<file path="config.mk">
export PLATFORM = sky130hd
export DESIGN_NAME = priority_decoder8_assembler
export DESIGN_NICKNAME = d
export VERILOG_FILES = /design/src/rtl/priority_decoder8_assembler.sv
export SDC_FILE = /design/constraint.sdc
export NUM_CORES = 1
export LEC_CHECK = 0
export ABC_AREA = 1
export BUFFER_PORTS_ARGS = -buffer_cell sky130_fd_sc_hd__buf_2
export CORE_ASPECT_RATIO = 0.9
export CORE_MARGIN = 1
export CORE_UTILIZATION = 30
export DETAILED_ROUTE_END_ITERATION = 8
export GPL_TIMING_DRIVEN = 1
export HOLD_SLACK_MARGIN = 0.03
export SLEW_MARGIN = 20
export SYNTH_ARGS = -nofsm -noshare
export SYNTH_HDL_FRONTEND = slang
export SYNTH_SLANG_ARGS = --single-unit
</file>
<file path="constraint.sdc">
create_clock -name clk -period 3.7 [get_ports clk]
set_input_delay 0.37 -clock clk [delete_from_list [all_inputs] [get_ports clk]]
set_output_delay 0.37 -clock clk [all_outputs]
set_load 0.1 [all_outputs]
</file>
<file path="src/rtl/priority_decoder8_assembler.sv">
// Rebuilds an 8-bit request vector from a descending stream of priority codes,
// presenting it with a valid/ready handshake, a set-bit count and an ordering-error flag.
module priority_decoder8_assembler #(
    parameter int WIDTH  = 8,
    parameter int CODE_W = 3
) (
    input  logic                         clk,
    input  logic                         rst_n,
    input  logic [CODE_W-1:0]            code_in,
    input  logic                         code_empty,
    input  logic                         code_last,
    input  logic                         code_valid,
    output logic                         code_ready,
    output logic [WIDTH-1:0]             vec_out,
    output logic [$clog2(WIDTH+1)-1:0]   vec_cnt,
    output logic                         vec_err,
    output logic                         vec_valid,
    input  logic                         vec_ready
);

    localparam int CNT_W = $clog2(WIDTH+1);

    typedef enum logic {COLLECT, HOLD} state_t;

    state_t              state_q, state_d;
    logic [WIDTH-1:0]    acc_q, acc_d, acc_upd;
    logic [CNT_W-1:0]    cnt_q, cnt_d, cnt_upd;
    logic                err_q, err_d, err_upd;
    logic                first_q, first_d, first_upd;
    logic [CODE_W-1:0]   prev_q, prev_d, prev_upd;
    logic [WIDTH-1:0]    vec_out_q, vec_out_d;
    logic [CNT_W-1:0]    vec_cnt_q, vec_cnt_d;
    logic                vec_err_q, vec_err_d;

    always_ff @(posedge clk or negedge rst_n) begin
        if (!rst_n) begin
            state_q   <= COLLECT;
            acc_q     <= '0;
            cnt_q     <= '0;
            err_q     <= 1'b0;
            first_q   <= 1'b1;
            prev_q    <= '0;
            vec_out_q <= '0;
            vec_cnt_q <= '0;
            vec_err_q <= 1'b0;
        end else begin
            state_q   <= state_d;
            acc_q     <= acc_d;
            cnt_q     <= cnt_d;
            err_q     <= err_d;
            first_q   <= first_d;
            prev_q    <= prev_d;
            vec_out_q <= vec_out_d;
            vec_cnt_q <= vec_cnt_d;
            vec_err_q <= vec_err_d;
        end
    end

    always_comb begin
        state_d   = state_q;
        acc_d     = acc_q;
        cnt_d     = cnt_q;
        err_d     = err_q;
        first_d   = first_q;
        prev_d    = prev_q;
        vec_out_d = vec_out_q;
        vec_cnt_d = vec_cnt_q;
        vec_err_d = vec_err_q;
        acc_upd   = acc_q;
        cnt_upd   = cnt_q;
        err_upd   = err_q;
        first_upd = first_q;
        prev_upd  = prev_q;

        case (state_q)
            COLLECT: begin
                if (code_valid) begin
                    if (!code_empty) begin
                        acc_upd = acc_q | (WIDTH'(1) << code_in);
                        if (!acc_q[code_in]) begin
                            cnt_upd = cnt_q + CNT_W'(1);
                        end
                        // Codes must be strictly descending; equal covers duplicates
                        if (!first_q && (code_in >= prev_q)) begin
                            err_upd = 1'b1;
                        end
                        prev_upd  = code_in;
                        first_upd = 1'b0;
                    end else if (!first_q) begin
                        err_upd = 1'b1;
                    end

                    if (code_last) begin
                        vec_out_d = acc_upd;
                        vec_cnt_d = cnt_upd;
                        vec_err_d = err_upd;
                        acc_d     = '0;
                        cnt_d     = '0;
                        err_d     = 1'b0;
                        first_d   = 1'b1;
                        prev_d    = '0;
                        state_d   = HOLD;
                    end else begin
                        acc_d   = acc_upd;
                        cnt_d   = cnt_upd;
                        err_d   = err_upd;
                        first_d = first_upd;
                        prev_d  = prev_upd;
                    end
                end
            end
            HOLD: begin
                if (vec_ready) begin
                    state_d = COLLECT;
                end
            end
            default: state_d = COLLECT;
        endcase
    end

    assign code_ready = (state_q == COLLECT);
    assign vec_valid  = (state_q == HOLD);
    assign vec_out    = vec_out_q;
    assign vec_cnt    = vec_cnt_q;
    assign vec_err    = vec_err_q;

endmodule

</file>
### After elaboration in Yosys (flattened, before gate mapping)

Index checks and enable logic that the tools add are counted.

| cells by class | value |
|---|---|
| order comparisons | 2 |
| equal/unequal tests | 1 |
| bitwise logic cells | 2 |
| reductions and logical operators | 5 |
| add/sub/neg operators | 1 |
| shift-type cells | 1 |
| $mul | 0 |
| div/mod/pow operators | 0 |
| multiplexer cells | 19 |

Operator list:

| cell | number |
|---|---|
| $mux W8 | 2 |
| $mux W4 | 3 |
| $mux W1 | 10 |
| $or A8 B8 Y8 | 1 |
| $shl A1 B3 Y8 const A | 1 |
| $mux W3 | 2 |
| $reduce_and A3 Y1 | 2 |
| $add A4 B1 Y4 const B | 1 |
| $lt A3 B4 Y1 const B | 1 |
| $bmux W1 S3 | 1 |
| $ge A3 B3 Y1 | 1 |
| $ne A2 B1 Y1 const B | 1 |
| $pmux W1 S2 | 1 |
| $reduce_and A2 Y1 | 1 |
| $logic_and A1 B1 Y1 | 1 |
| $logic_not A1 Y1 | 1 |
| $not A1 Y1 | 1 |

| word-level totals | value |
|---|---|
| output and inout port bits | 15 |
| logic and storage cells | 40 |
| bits in latches | 0 |
| memories | 0 |
| input port bits | 9 |
| flip-flop bits (word level) | 31 |
| ROM bits | 0 |
| memory bits (writable) | 0 |

### Longest topological paths before layout

Gate-level depths: netlist of the first run.

| logic depth | value |
|---|---|
| depth after elaboration | 5 |
| depth in mapped cells | 11 |

### Least setup slack after synthesis of the first run

OpenSTA, ideal clock, no wires.

| path | value |
|---|---|
| path kind | reg2reg |
| from | register state_q, in the netlist vec_valid |
| to | register state_q, in the netlist vec_valid |
| library setup time | 94 ps |
| stages on the path, launching flop included | 3 |
| slack | 1641 ps |
| data arrival time | 1965 ps |
| period minus slack after synthesis | 2059 ps |
| cell sequence | dfrtp_1 > inv_1 > o21ai_0 |

| on the way | value |
|---|---|
| longest elaborated chain between the ends | 2 |

RTL lines:

| element | line | RTL |
|---|---|---|
| start: declaration | 25 | `state_t state_q, state_d;` |
| start signal: assignment | 47 | `state_q <= state_d;` |
| $not A1 Y1 (no source line) | n/a |  |
| via code_ready | 13 | `output logic code_ready,` |
| $pmux W1 S2 | 75 | `case (state_q)` |
| via state_d | 25 |  |

The timed path passes the listed nets, and every way through them passes these cells.
A chain may end at the register's enable or synchronous reset.

### Worst setup path after layout of the first run

| path | value |
|---|---|
| from | register state_q, in the netlist vec_valid |
| to | register err_q |

| on the way | value |
|---|---|
| longest elaborated chain between the ends | 2 |

RTL lines:

| element | line | RTL |
|---|---|---|
| $not A1 Y1 (no source line) | n/a |  |
| $reduce_and A2 Y1 (no source line) | n/a |  |
| end signal: assignment | 50 | `err_q <= err_d;` |
| end: declaration | 28 | `logic err_q, err_d, err_upd;` |

No other way between the ends.

==> key figures, run 1 <==
CTS
  – Root Buffer: clkbuf_8
  – Resize count post-CTS: 0
  – CTS Buffer Depth: 2
  – Worst-path clk slew: 60 ps
  – Clock sinks: 31
  – CTS tree: yes
  – Post-CTS Setup Repair Bufs: 0
  – Num CTS Buffers: 5
  – H-Tree Level Count: 2
  – Worst-skew pair later-pin latency: 280 ps
  – # hold bufs at CTS: 0

Detailed routing
  – Initial drt markers: 82
  – Via count: 1347
  – Detailed Route WL: 3.40 mm
  – Vias/cell: 4.61
  – Post-DRT Antenna Nets: 0
  – Pre-Repair DR Iteration Count: 4
  – DR WL/cell: 11.6 microns
  – DRC viols: 0

Yosys
  – Commonest cells post-synth: nand2_1, dfrtp_1, inv_1
  – Post-synthesis instance area: 1600 sq um
  – Synthesized netlist net count: 215
  – YS warnings: 0
  – EDFF count, synth: 0
  – Count leader, synth: nand2_1
  – Top cell type's share of synthesized area: 46.8%
  – Yosys cell types: 23
  – Cells after synthesis: 202
  – Biggest area consumer among synthesized cells: dfrtp_1
  – Seq/Total Area, Yosys: 48.5%
  – Largest cells by area after synthesis: dfrtp_1, nand2_1, inv_1
  – Mapped Avg Cell Area: 7.93 sq um
  – Synth Flop Type: dfrtp_1
  – Number of synthesized register bits: 31
  – Synth async-reset ratio: 100%

Pwr
  – Worst vdd ir: 216 uV
  – PwrDens: 521 nW/um^2
  – Leakage power total: 0.968 nW

Cells and area
  – Nets: 239
  – Sequential cell area: 777 sq um
  – Share of cells above drive strength 1: 18.1%
  – Syn-to-layout area delta: 15.3%
  – Antenna diodes: 0
  – Fillers: 543
  – Multi-input logic area: 663 sq um

Job
  – Max-cap violations: 0

Setup path
  – Worst-path fanout max: 25
  – Slowest CP cell: dfrtp_1
  – Cell family with the largest share of critical-path delay: simple AND/OR/NAND/NOR gates
  – Max incr delay on CP: 420 ps
  – Crit path buf inv count: 2
  – Crit path required time: 3870 ps
  – Cells along the critical path: nor2_4 -> inv_2 -> nor2_4 -> inv_2 -> o21ai_0 -> nor2_1
  – CP endpoint kind: register
  – WP data arrival: 1800 ps
  – CP Class: register to register
  – CP startpoint kind: register

Timing
  – Fin crit period: 1630 ps
  – Final Hold Vio Count: 0
  – Achievable frequency: 0.612 GHz
  – Setup violations, final: 0
  – Fin. max-slew vios: 0
  – Period utilisation layout: 44.2%
  – Worst Clk Skew: 5.67 ps
  – Worst rel slew slack: 54.2%
  – Unrepaired setup endpoints after global routing: no
  – Final worst slack: 2070 ps
  – Slew @ Worst Pin: 687 ps
  – Sum Neg Setup Slack: 0 ps

Place
  – Placement Setup Slack: 1890 ps
  – Hpwl dp: 2.46 mm
  – Input/output buffers: 23
  – GPL Wtd Cong: 0.825

Floorplan
  – Overall die width: 79.0 microns
  – Starting density of the core: 32.2%
  – Die height: 71.3 microns
  – Core box area: 4980 sq um
  – IO Pins: 24
  – Full die area: 5640 sq um
  – Std cell rows: 24

Hold path
  – Worst min path class: primary input to asynchronous set/reset pin

Global routing
  – Vias in the first global route: 1252
  – Largest net degree at the start of global routing: 32
  – Total gr overflow: 0
  – Total global-route track usage: 13.8%
  – First-pass GRT wire length: 5.88 mm
  – Initial antenna violation count: 0

Outcome
  – Outcome: finished, final reports clean
[final cells by class]
cell class	count	share of cell area, %
Clock buffer	8	5.42
Timing Repair Buffer	23	6.23
Tap cell	65	4.40
Inverter	29	6.03
Sequential cell	31	42.0
Multi-Input combinational cell	136	35.9
[state kept, by name, summed over array words and instances (netlist names)]
signal and cells:
acc_q 8, vec_err 1, cnt_q 4, first_q 1, vec_valid 1, prev_q 3, vec_out 8, vec_cnt 4
err_q 1
[cell usage in the layout (no fill, tap or decap)]
cell	count
o21ai_1	6
o32ai_1	1
nand2_1	60
o21ai_0	10
a21oi_2	1
inv_4	1
a211oi_1	4
a21boi_0	1
buf_2	23
nand3_1	16
a21oi_1	10
dfrtp_1	30
inv_2	3
nand2_2	2
clkbuf_8	7
nor2_4	3
ha_1	4
inv_1	25
nor4_1	1
dfstp_2	1
nor3_1	5
nor2_1	12
clkbuf_1	1
[final timing paths]
check                                        from                      to  slack [ps]  cells after the start
min in group clk                        vec_ready     vec_valid$_DFF_PN0_         260                      2
max in group asynchronous                   rst_n  vec_cnt[0]$_DFFE_PN0P_        3130                      1
setup / recovery              vec_valid$_DFF_PN0_       err_q$_DFFE_PN0P_        2070                      6
hold / removal                              rst_n    acc_q[6]$_DFFE_PN0P_         130                      1
hold reg to reg            vec_cnt[2]$_DFFE_PN0P_  vec_cnt[2]$_DFFE_PN0P_         480                      2
setup reg to reg              vec_valid$_DFF_PN0_       err_q$_DFFE_PN0P_        2070                      6
[logic make-up (layout without fill, tap and decap cells)]
| family | after synthesis | count (layout) | share of synthesized area (%) |
|---|---|---|---|
| buf+inv | 35 | 60 | 10.1 |
| flops | 31 | 31 | 48.5 |
| simple gates | 99 | 99 | 26.7 |
| compound gates | 33 | 33 | 11.6 |
| fa+ha+maj | 4 | 4 | 3.12 |
[report_power, final]
part	switching, mW	internal [mW]
registers	0.0196	0.374
clock network	0.118	0.169
logic	0.232	0.0494
total	0.370	0.593
[metal layers]
| metal | global-route usage [%] | wire length [microns] |
|---|---|---|
| met5 | 0 | 0 |
| met3 | 3.82 | 147 |
| met1 | 18.5 | 1680 |
| met2 | 21.0 | 1510 |
| met4 | 5.66 | 56 |
[per-stage QoR]
stage          power (mW)  instance area (sq um)  util (%)  hold WS [ps]  std cells
4_1_cts             0.977                   1850      37.1           146        292
2_1_floorplan       0.630                   1600         -          74.4        202
6_report            0.963                   1850      37.1           127        292
3_3_place_gp        0.681                   1750      35.1           450        284
5_1_grt              1.02                   1850      37.1           178        292
3_5_place_dp        0.684                   1750      35.1           455        284
[worst register-to-register path: stages (launching register included)]
cell     delay, ps
dfrtp_1        420
nor2_4         220
inv_2          140
nor2_4         290
inv_2          250
o21ai_0        140
nor2_1          60
Note: power is estimated with default switching activity, not from simulation.
==> inputs of run 2 (changes only) <==
- ABC_AREA: 1 -> 0
- clock period: 3.7 -> 1.6 ns (I/O delays scaled with it)
==> run 2 against run 1 <==
Compared with the run above:
- the flow now finishes with violations (negative setup slack)
- largest cell class unchanged
- power rose to 3.0 times the previous value
- sequential share of layout area is 2.8 points lower
- worst hold slack lost 75 ps
- sequential power increased to 2.7 times the previous value
- sequential cell count stayed put
- clock skew fell by 1.3 ps
- die area down 5.6%
- via count is 7.8% lower
- routed wire length fell by 0.29%
- synthesized cell count is 23% lower
- register-to-register slack lost 2300 ps
==> key figures, run 2 <==
Global routing
  – First-pass GRT wire length: 5.86 mm (-0.34%)
  – Total gr overflow: 0 (unchanged)
  – Largest net degree at the start of global routing: 23 (-28%)
  – Initial antenna violation count: 0 (unchanged)
  – Vias in the first global route: 1218 (-2.7%)
  – Total global-route track usage: 14.6% (+0.80 points)

Timing
  – Final Hold Vio Count: 0 (unchanged)
  – Period utilisation layout: 112% (+68 points)
  – Fin. max-slew vios: 0 (unchanged)
  – Worst rel slew slack: 67.6% (+13 points)
  – Sum Neg Setup Slack: -972 ps (-972 ps)
  – Setup violations, final: 8 (+8)
  – Achievable frequency: 0.558 GHz (-8.8%)
  – Final worst slack: -192 ps (-2260 ps)
  – Slew @ Worst Pin: 489 ps (-198 ps)
  – Fin crit period: 1790 ps (+158 ps)
  – Unrepaired setup endpoints after global routing: yes
  – Worst Clk Skew: 4.37 ps (-1.30 ps)

Yosys
  – Top cell type's share of synthesized area: 49.7% (+2.9 points)
  – YS warnings: 0 (unchanged)
  – Yosys cell types: 31 (+35%)
  – Biggest area consumer among synthesized cells: dfrtp_1
  – Xor and xnor area share after synthesis: 1.74% (+1.7 points)
  – Count leader, synth: dfrtp_1
  – Combinational family with the most area after synthesis: compound AO/OA/AOI/OAI gates
  – Mapped Avg Cell Area: 9.68 sq um (+22%)
  – Multiplexer area fraction after synthesis: 5.14% (+5.1 points)
  – Largest cells by area after synthesis: dfrtp_1, o21ai_0, nor2_1
  – Post-synthesis instance area: 1510 sq um (-5.8%)
  – Simple logic cell fraction of the synthesized area: 16.7% (-10 points)
  – Synth async-reset ratio: 100% (unchanged)
  – Synth Flop Type: dfrtp_1
  – Compound-Gate Fraction of Synth Area: 18.0% (+6.4 points)
  – Cells after synthesis: 156 (-23%)
  – Post-synthesis adder-cell area fraction: 3.31% (+0.19 points)
  – Commonest cells post-synth: dfrtp_1, nor2_1, nand2_1
  – Synthesized netlist net count: 169 (-21%)
  – Number of synthesized register bits: 31 (unchanged)
  – Seq/Total Area, Yosys: 51.4% (+3.0 points)
  – EDFF count, synth: 0 (unchanged)

Detailed routing
  – Pre-Repair DR Iteration Count: 4 (unchanged)
  – Initial drt markers: 65 (-21%)
  – Via count: 1242 (-7.8%)
  – Detailed Route WL: 3.39 mm (-0.29%)
  – DR WL/cell: 12.7 microns (+9.5%)
  – DRC viols: 0 (unchanged)
  – Vias/cell: 4.67 (+1.2%)
  – Post-DRT Antenna Nets: 0 (unchanged)

Hold path
  – Worst min path class: primary input to register

Cells and area
  – Commonest non-fill, non-tap cell in the layout: dfrtp_1
  – Most frequent cells in the layout: dfrtp_1, buf_2, nor2_1, buf_4, nand2_1
  – Nets: 213 (-11%)
  – Antenna diodes: 0 (unchanged)
  – Post-layout instance area: 1990 sq um (+7.7%)
  – Non-filler instance count after layout: 266 (-8.9%)
  – Sequential cell area: 781 sq um (+0.48%)
  – Fillers: 477 (-12%)
  – Multi-input logic area: 703 sq um (+6.0%)
  – Syn-to-layout area delta: 31.7%
  – Share of cells above drive strength 1: 34.3% (+16 points)

Setup path
  – Crit path required time: 1780 ps (-2090 ps)
  – Cell family with the largest share of critical-path delay: multiplexers
  – Max incr delay on CP: 460 ps (+40 ps)
  – CP startpoint kind: register
  – Crit path buf inv count: 0 (-2)
  – Worst-path fanout max: 4 (-84%)
  – WP data arrival: 1970 ps (+170 ps)
  – Slowest CP cell: mux4_2
  – Cells along the critical path: mux4_2 -> mux2_4 -> nor3b_4 -> o21ai_1 -> a22o_1
  – CP endpoint kind: register
  – CP Class: register to register

Outcome
  – Outcome: finished with violations
  – Violated checks: negative setup slack

Place
  – Placement Setup Slack: -211 ps (-2100 ps)
  – Input/output buffers: 23 (unchanged)
  – Hpwl dp: 2.54 mm (+3.1%)
  – GPL Wtd Cong: 0.790 (-4.2%)
  – DP Area: 1830 sq um (+4.8%)
  – Placed Instances: 255 (-10%)

CTS
  – Worst-path clk slew: 60 ps (about the same)
  – Root Buffer: clkbuf_8
  – CTS Buffer Depth: 2 (unchanged)
  – Clock sinks: 31 (unchanged)
  – H-Tree Level Count: 2 (unchanged)
  – CTS tree: yes
  – Num CTS Buffers: 5 (unchanged)
  – Worst-skew pair later-pin latency: 290 ps (about the same)

Pwr
  – Leakage power total: 0.945 nW (-2.3%)
  – Worst vdd ir: 508 uV (+140%)
  – PwrDens: 1440 nW/um^2 (+180%)
  – Total power: 2.87 mW (+200%)

Floorplan
  – IO Pins: 24 (unchanged)
  – Std cell rows: 24 (unchanged)
  – Core box area: 4830 sq um (-3.0%)
  – Die height: 69.3 microns (-2.8%)
  – Overall die width: 76.8 microns (-2.9%)
  – Full die area: 5320 sq um (-5.6%)
  – Starting density of the core: 31.2% (-0.92 points)

Job
  – Max-cap violations: 0 (unchanged)
[run 2: changes by cell type after synthesis, moves of 5 or more]
cell,delta
nand2_1,-39
inv_1,-20
nand3_1,-15
clkbuf_1,+10
nor2_1,+10
a31oi_1,+7
o21ai_0,+7
nor3_1,-5
[run 2: path summary, 6_finish.rpt]
kind,start,end,slack [ps],cells past startpoint
max in group asynchronous,rst_n,vec_out[7]$_DFFE_PN0P_,830,3
min in group asynchronous,rst_n,vec_cnt[3]$_DFFE_PN0P_,300,2
min,vec_ready,vec_valid$_DFF_PN0_,50,2
max reg2reg,acc_q[0]$_DFFE_PN0P_,cnt_q[2]$_DFFE_PN0P_,-190,5
max,acc_q[0]$_DFFE_PN0P_,cnt_q[2]$_DFFE_PN0P_,-190,5
min reg2reg,vec_cnt[2]$_DFFE_PN0P_,vec_cnt[2]$_DFFE_PN0P_,470,2
[run 2: logic make-up after synthesis]
logic type | count (synthesis)
buffers and inverters | 15
muxes | 4
AOI/OAI and AO/OA | 46
xor gates and xnor gates | 3
adders and majority gates | 4
and+or+nand+nor | 53
DFF | 31
[run 2: what timing repair did]
action | 4_1_cts | 5_1_grt
pin swaps | 5 | 2
setup endpoints to repair | 8 | 8
gates resized for setup | 6 | 1
hold endpoints to repair | 12 | 0
hold buffers | 1 | 0
buffers inserted | 2 | 0
[run 2: cell type report]
type	count	area share [%]
timing repair buffer	47	15.2
multi-input combinational	110	35.3
clock buffer	8	5.03
tap	65	4.09
sequential	31	39.2
inverter	5	1.13
[run 2: layer usage]
metal | global-route usage (%) | up-vias | wire length (microns)
met5 | 0 | - | 0
met4 | 8.97 | 0 | 85
met3 | 4.21 | 8 | 137
met2 | 20.5 | 23 | 1450
met1 | 19.7 | 586 | 1710
li1 | - | 625 | -
[run 2: worst register-to-register path, delay by kind of cell, from the launching register on]
family	cells	cell delay, ps
AO/OA/AOI/OAI	2	270
flip-flops	1	390
AND/OR/NAND/NOR	1	240
multiplexers	2	780
[run 2: report_power, final]
| group | internal [mW] | total (mW) | switching [mW] | leakage (nW) |
|---|---|---|---|---|
| combinational | 0.293 | 1.15 | 0.854 | 0.489 |
| clock | 0.392 | 0.677 | 0.285 | 0.0515 |
| sequential | 0.939 | 1.05 | 0.109 | 0.404 |
| total | 1.62 | 2.87 | 1.25 | 0.945 |
[run 2: per-stage QoR]
step	util (%)	hold WS [ps]
after floorplan	-	-136
after global placement	37.9	81.8
after detailed placement	37.9	88.7
after CTS	41.0	40.1
after global routing	41.1	65.9
final	41.1	52.2
==> inputs of run 3 (changes only) <==
- ABC_AREA: 0 -> 1
- clock period: 1.6 -> 1.4 ns (I/O delays scaled with it)
==> run 3 against run 2 <==
Compared with the run above:
- the run now ends clean
- worst hold slack better by 130 ps
- clock power up 17%
- global-route usage shrank 0.083 points
- register-to-register slack improved by 290 ps
- combinational power is 31% lower
- first-iteration DRC count is 32% higher
==> key figures, run 3 (synthesis gave the netlist of run 1 again) <==
Outcome
  – Outcome: finished, final reports clean

Timing
  – Sum Neg Setup Slack: 0 ps (+972 ps)
  – Fin. max-slew vios: 0 (unchanged)
  – Unrepaired setup endpoints after global routing: no
  – Final worst slack: 72.2 ps (+264 ps)
  – Slew @ Worst Pin: 487 ps (-2.03 ps)
  – Fin crit period: 1330 ps
  – Worst rel slew slack: 67.7% (+0.13 points)
  – Worst Clk Skew: 4.94 ps (+0.572 ps)
  – Period utilisation layout: 94.8%
  – Final Hold Vio Count: 0 (unchanged)
  – Achievable frequency: 0.753 GHz
  – Setup violations, final: 0 (-8)

Floorplan
  – Die height: 71.3 microns (+2.9%)
  – Std cell rows: 24 (unchanged)
  – Full die area: 5640 sq um (+6.0%)
  – Core box area: 4980 sq um (+3.1%)
  – IO Pins: 24 (unchanged)
  – Starting density of the core: 32.2% (+0.92 points)
  – Overall die width: 79.0 microns (+2.9%)

Hold path
  – Worst min path class: primary input to register
  – Worst hold stages: 2 (unchanged)

Setup path
  – Cell count along the critical path: 1 (-4)
  – Crit path required time: 1260 ps (-520 ps)
  – CP endpoint kind: output port
  – CP Class: register to output port
  – Cells along the critical path: buf_2
  – Max incr delay on CP: 460 ps (about the same)
  – Worst-path fanout max: 4 (unchanged)
  – FF-to-FF path depth: 7 (+2)
  – Cell family with the largest share of critical-path delay: flip-flops
  – Slowest CP cell: dfrtp_4
  – WP data arrival: 1190 ps (-780 ps)
  – CP startpoint kind: register
  – Crit path buf inv count: 1 (+1)

Cells and area
  – Commonest non-fill, non-tap cell in the layout: nand2_1
  – Antenna diodes: 0 (unchanged)
  – Most frequent cells in the layout: nand2_1, dfrtp_1, inv_1
  – Syn-to-layout area delta: 22.6%
  – Share of cells above drive strength 1: 21.6% (-13 points)
  – Multi-input logic area: 667 sq um (-5.2%)
  – Nets: 248 (+16%)
  – Fillers: 563 (+18%)
  – Post-layout instance area: 1960 sq um (-1.3%)
  – Sequential cell area: 781 sq um (unchanged)

Place
  – Placement Setup Slack: 47.0 ps (+258 ps)
  – DP Area: 1840 sq um (+0.34%)
  – Input/output buffers: 23 (unchanged)
  – GPL Wtd Cong: 0.846 (+7.0%)
  – Hpwl dp: 2.66 mm (+5.0%)

Detailed routing
  – DR WL/cell: 11.9 microns (-6.4%)
  – Vias/cell: 4.54 (-2.8%)
  – Initial drt markers: 86 (+32%)
  – DRC viols: 0 (unchanged)
  – Post-DRT Antenna Nets: 0 (unchanged)
  – Via count: 1366 (+10%)
  – Detailed Route WL: 3.59 mm (+5.9%)
  – Pre-Repair DR Iteration Count: 4 (unchanged)

Global routing
  – Total global-route track usage: 14.5% (-0.083 points)
  – First-pass GRT wire length: 6.16 mm (+5.2%)
  – Total gr overflow: 0 (unchanged)
  – Initial antenna violation count: 0 (unchanged)
  – Largest net degree at the start of global routing: 26 (+13%)
  – Vias in the first global route: 1333 (+9.4%)

CTS
  – Worst-skew pair later-pin latency: 290 ps (about the same)
  – Root Buffer: clkbuf_8
  – Num CTS Buffers: 5 (unchanged)
  – CTS tree: yes
  – Clock sinks: 31 (unchanged)
  – CTS Buffer Depth: 2 (unchanged)
  – Worst-path clk slew: 70 ps (about the same)
  – H-Tree Level Count: 2 (unchanged)
  – Post-CTS Setup Repair Bufs: 0 (-2)

Job
  – Max-cap violations: 0 (unchanged)

Pwr
  – PwrDens: 1340 nW/um^2 (-7.2%)
  – Leakage power total: 1.02 nW (+7.6%)
  – Worst vdd ir: 523 uV (+2.8%)
## run 3: path summary, 6_finish.rpt
check / to / slack (ps) / startpoint
setup / recovery: vec_valid / 70 / vec_valid$_DFF_PN0_
min in group asynchronous: acc_q[5]$_DFFE_PN0P_ / 290 / rst_n
max in group asynchronous: vec_cnt[2]$_DFFE_PN0P_ / 700 / rst_n
setup reg to reg: vec_err$_DFFE_PN0P_ / 100 / prev_q[0]$_DFFE_PN0P_
hold / removal: prev_q[1]$_DFFE_PN0P_ / 180 / code_empty
hold reg to reg: vec_cnt[3]$_DFFE_PN0P_ / 470 / vec_cnt[3]$_DFFE_PN0P_
## run 3: per-stage QoR
step | std cells | power (mW) | util (%) | hold slack, ps
2_1_floorplan | 202 | 1.68 | - | -156
3_3_place_gp | 291 | 1.84 | 36.9 | 85.1
3_5_place_dp | 291 | 1.85 | 36.9 | 88.2
4_1_cts | 301 | 2.65 | 39.3 | 179
5_1_grt | 301 | 2.77 | 39.4 | 184
6_report | 301 | 2.63 | 39.4 | 180
## run 3: what timing repair did
action                                  in CTS  in global routing
endpoints found under the hold margin       14                  0
hold buffers                                 2                  0
gates resized for setup                      0                  4
endpoints found under the setup margin       0                  4
## run 3: metal layers
layer  vias to the layer above  share of wire (%)  global-route usage [%]
met5                         -                  0                       0
met4                         0                1.5                    5.45
met3                         6                4.2                    5.35
met2                        22                 43                    21.0
met1                       626                 52                    19.8
li1                        712                  -                       -
## run 3: final cells by class
class / count / share of cell area (%)
timing repair buffer: 32 / 11.0
inverter: 29 / 6.11
multi-input combinational: 136 / 33.9
clock buffer: 8 / 5.10
tap: 65 / 4.14
sequential: 31 / 39.7
## run 3: power by group
part           internal, mW  switching (mW)
clock network         0.448           0.343
logic                 0.171           0.628
registers             0.991          0.0522
total                  1.61            1.02
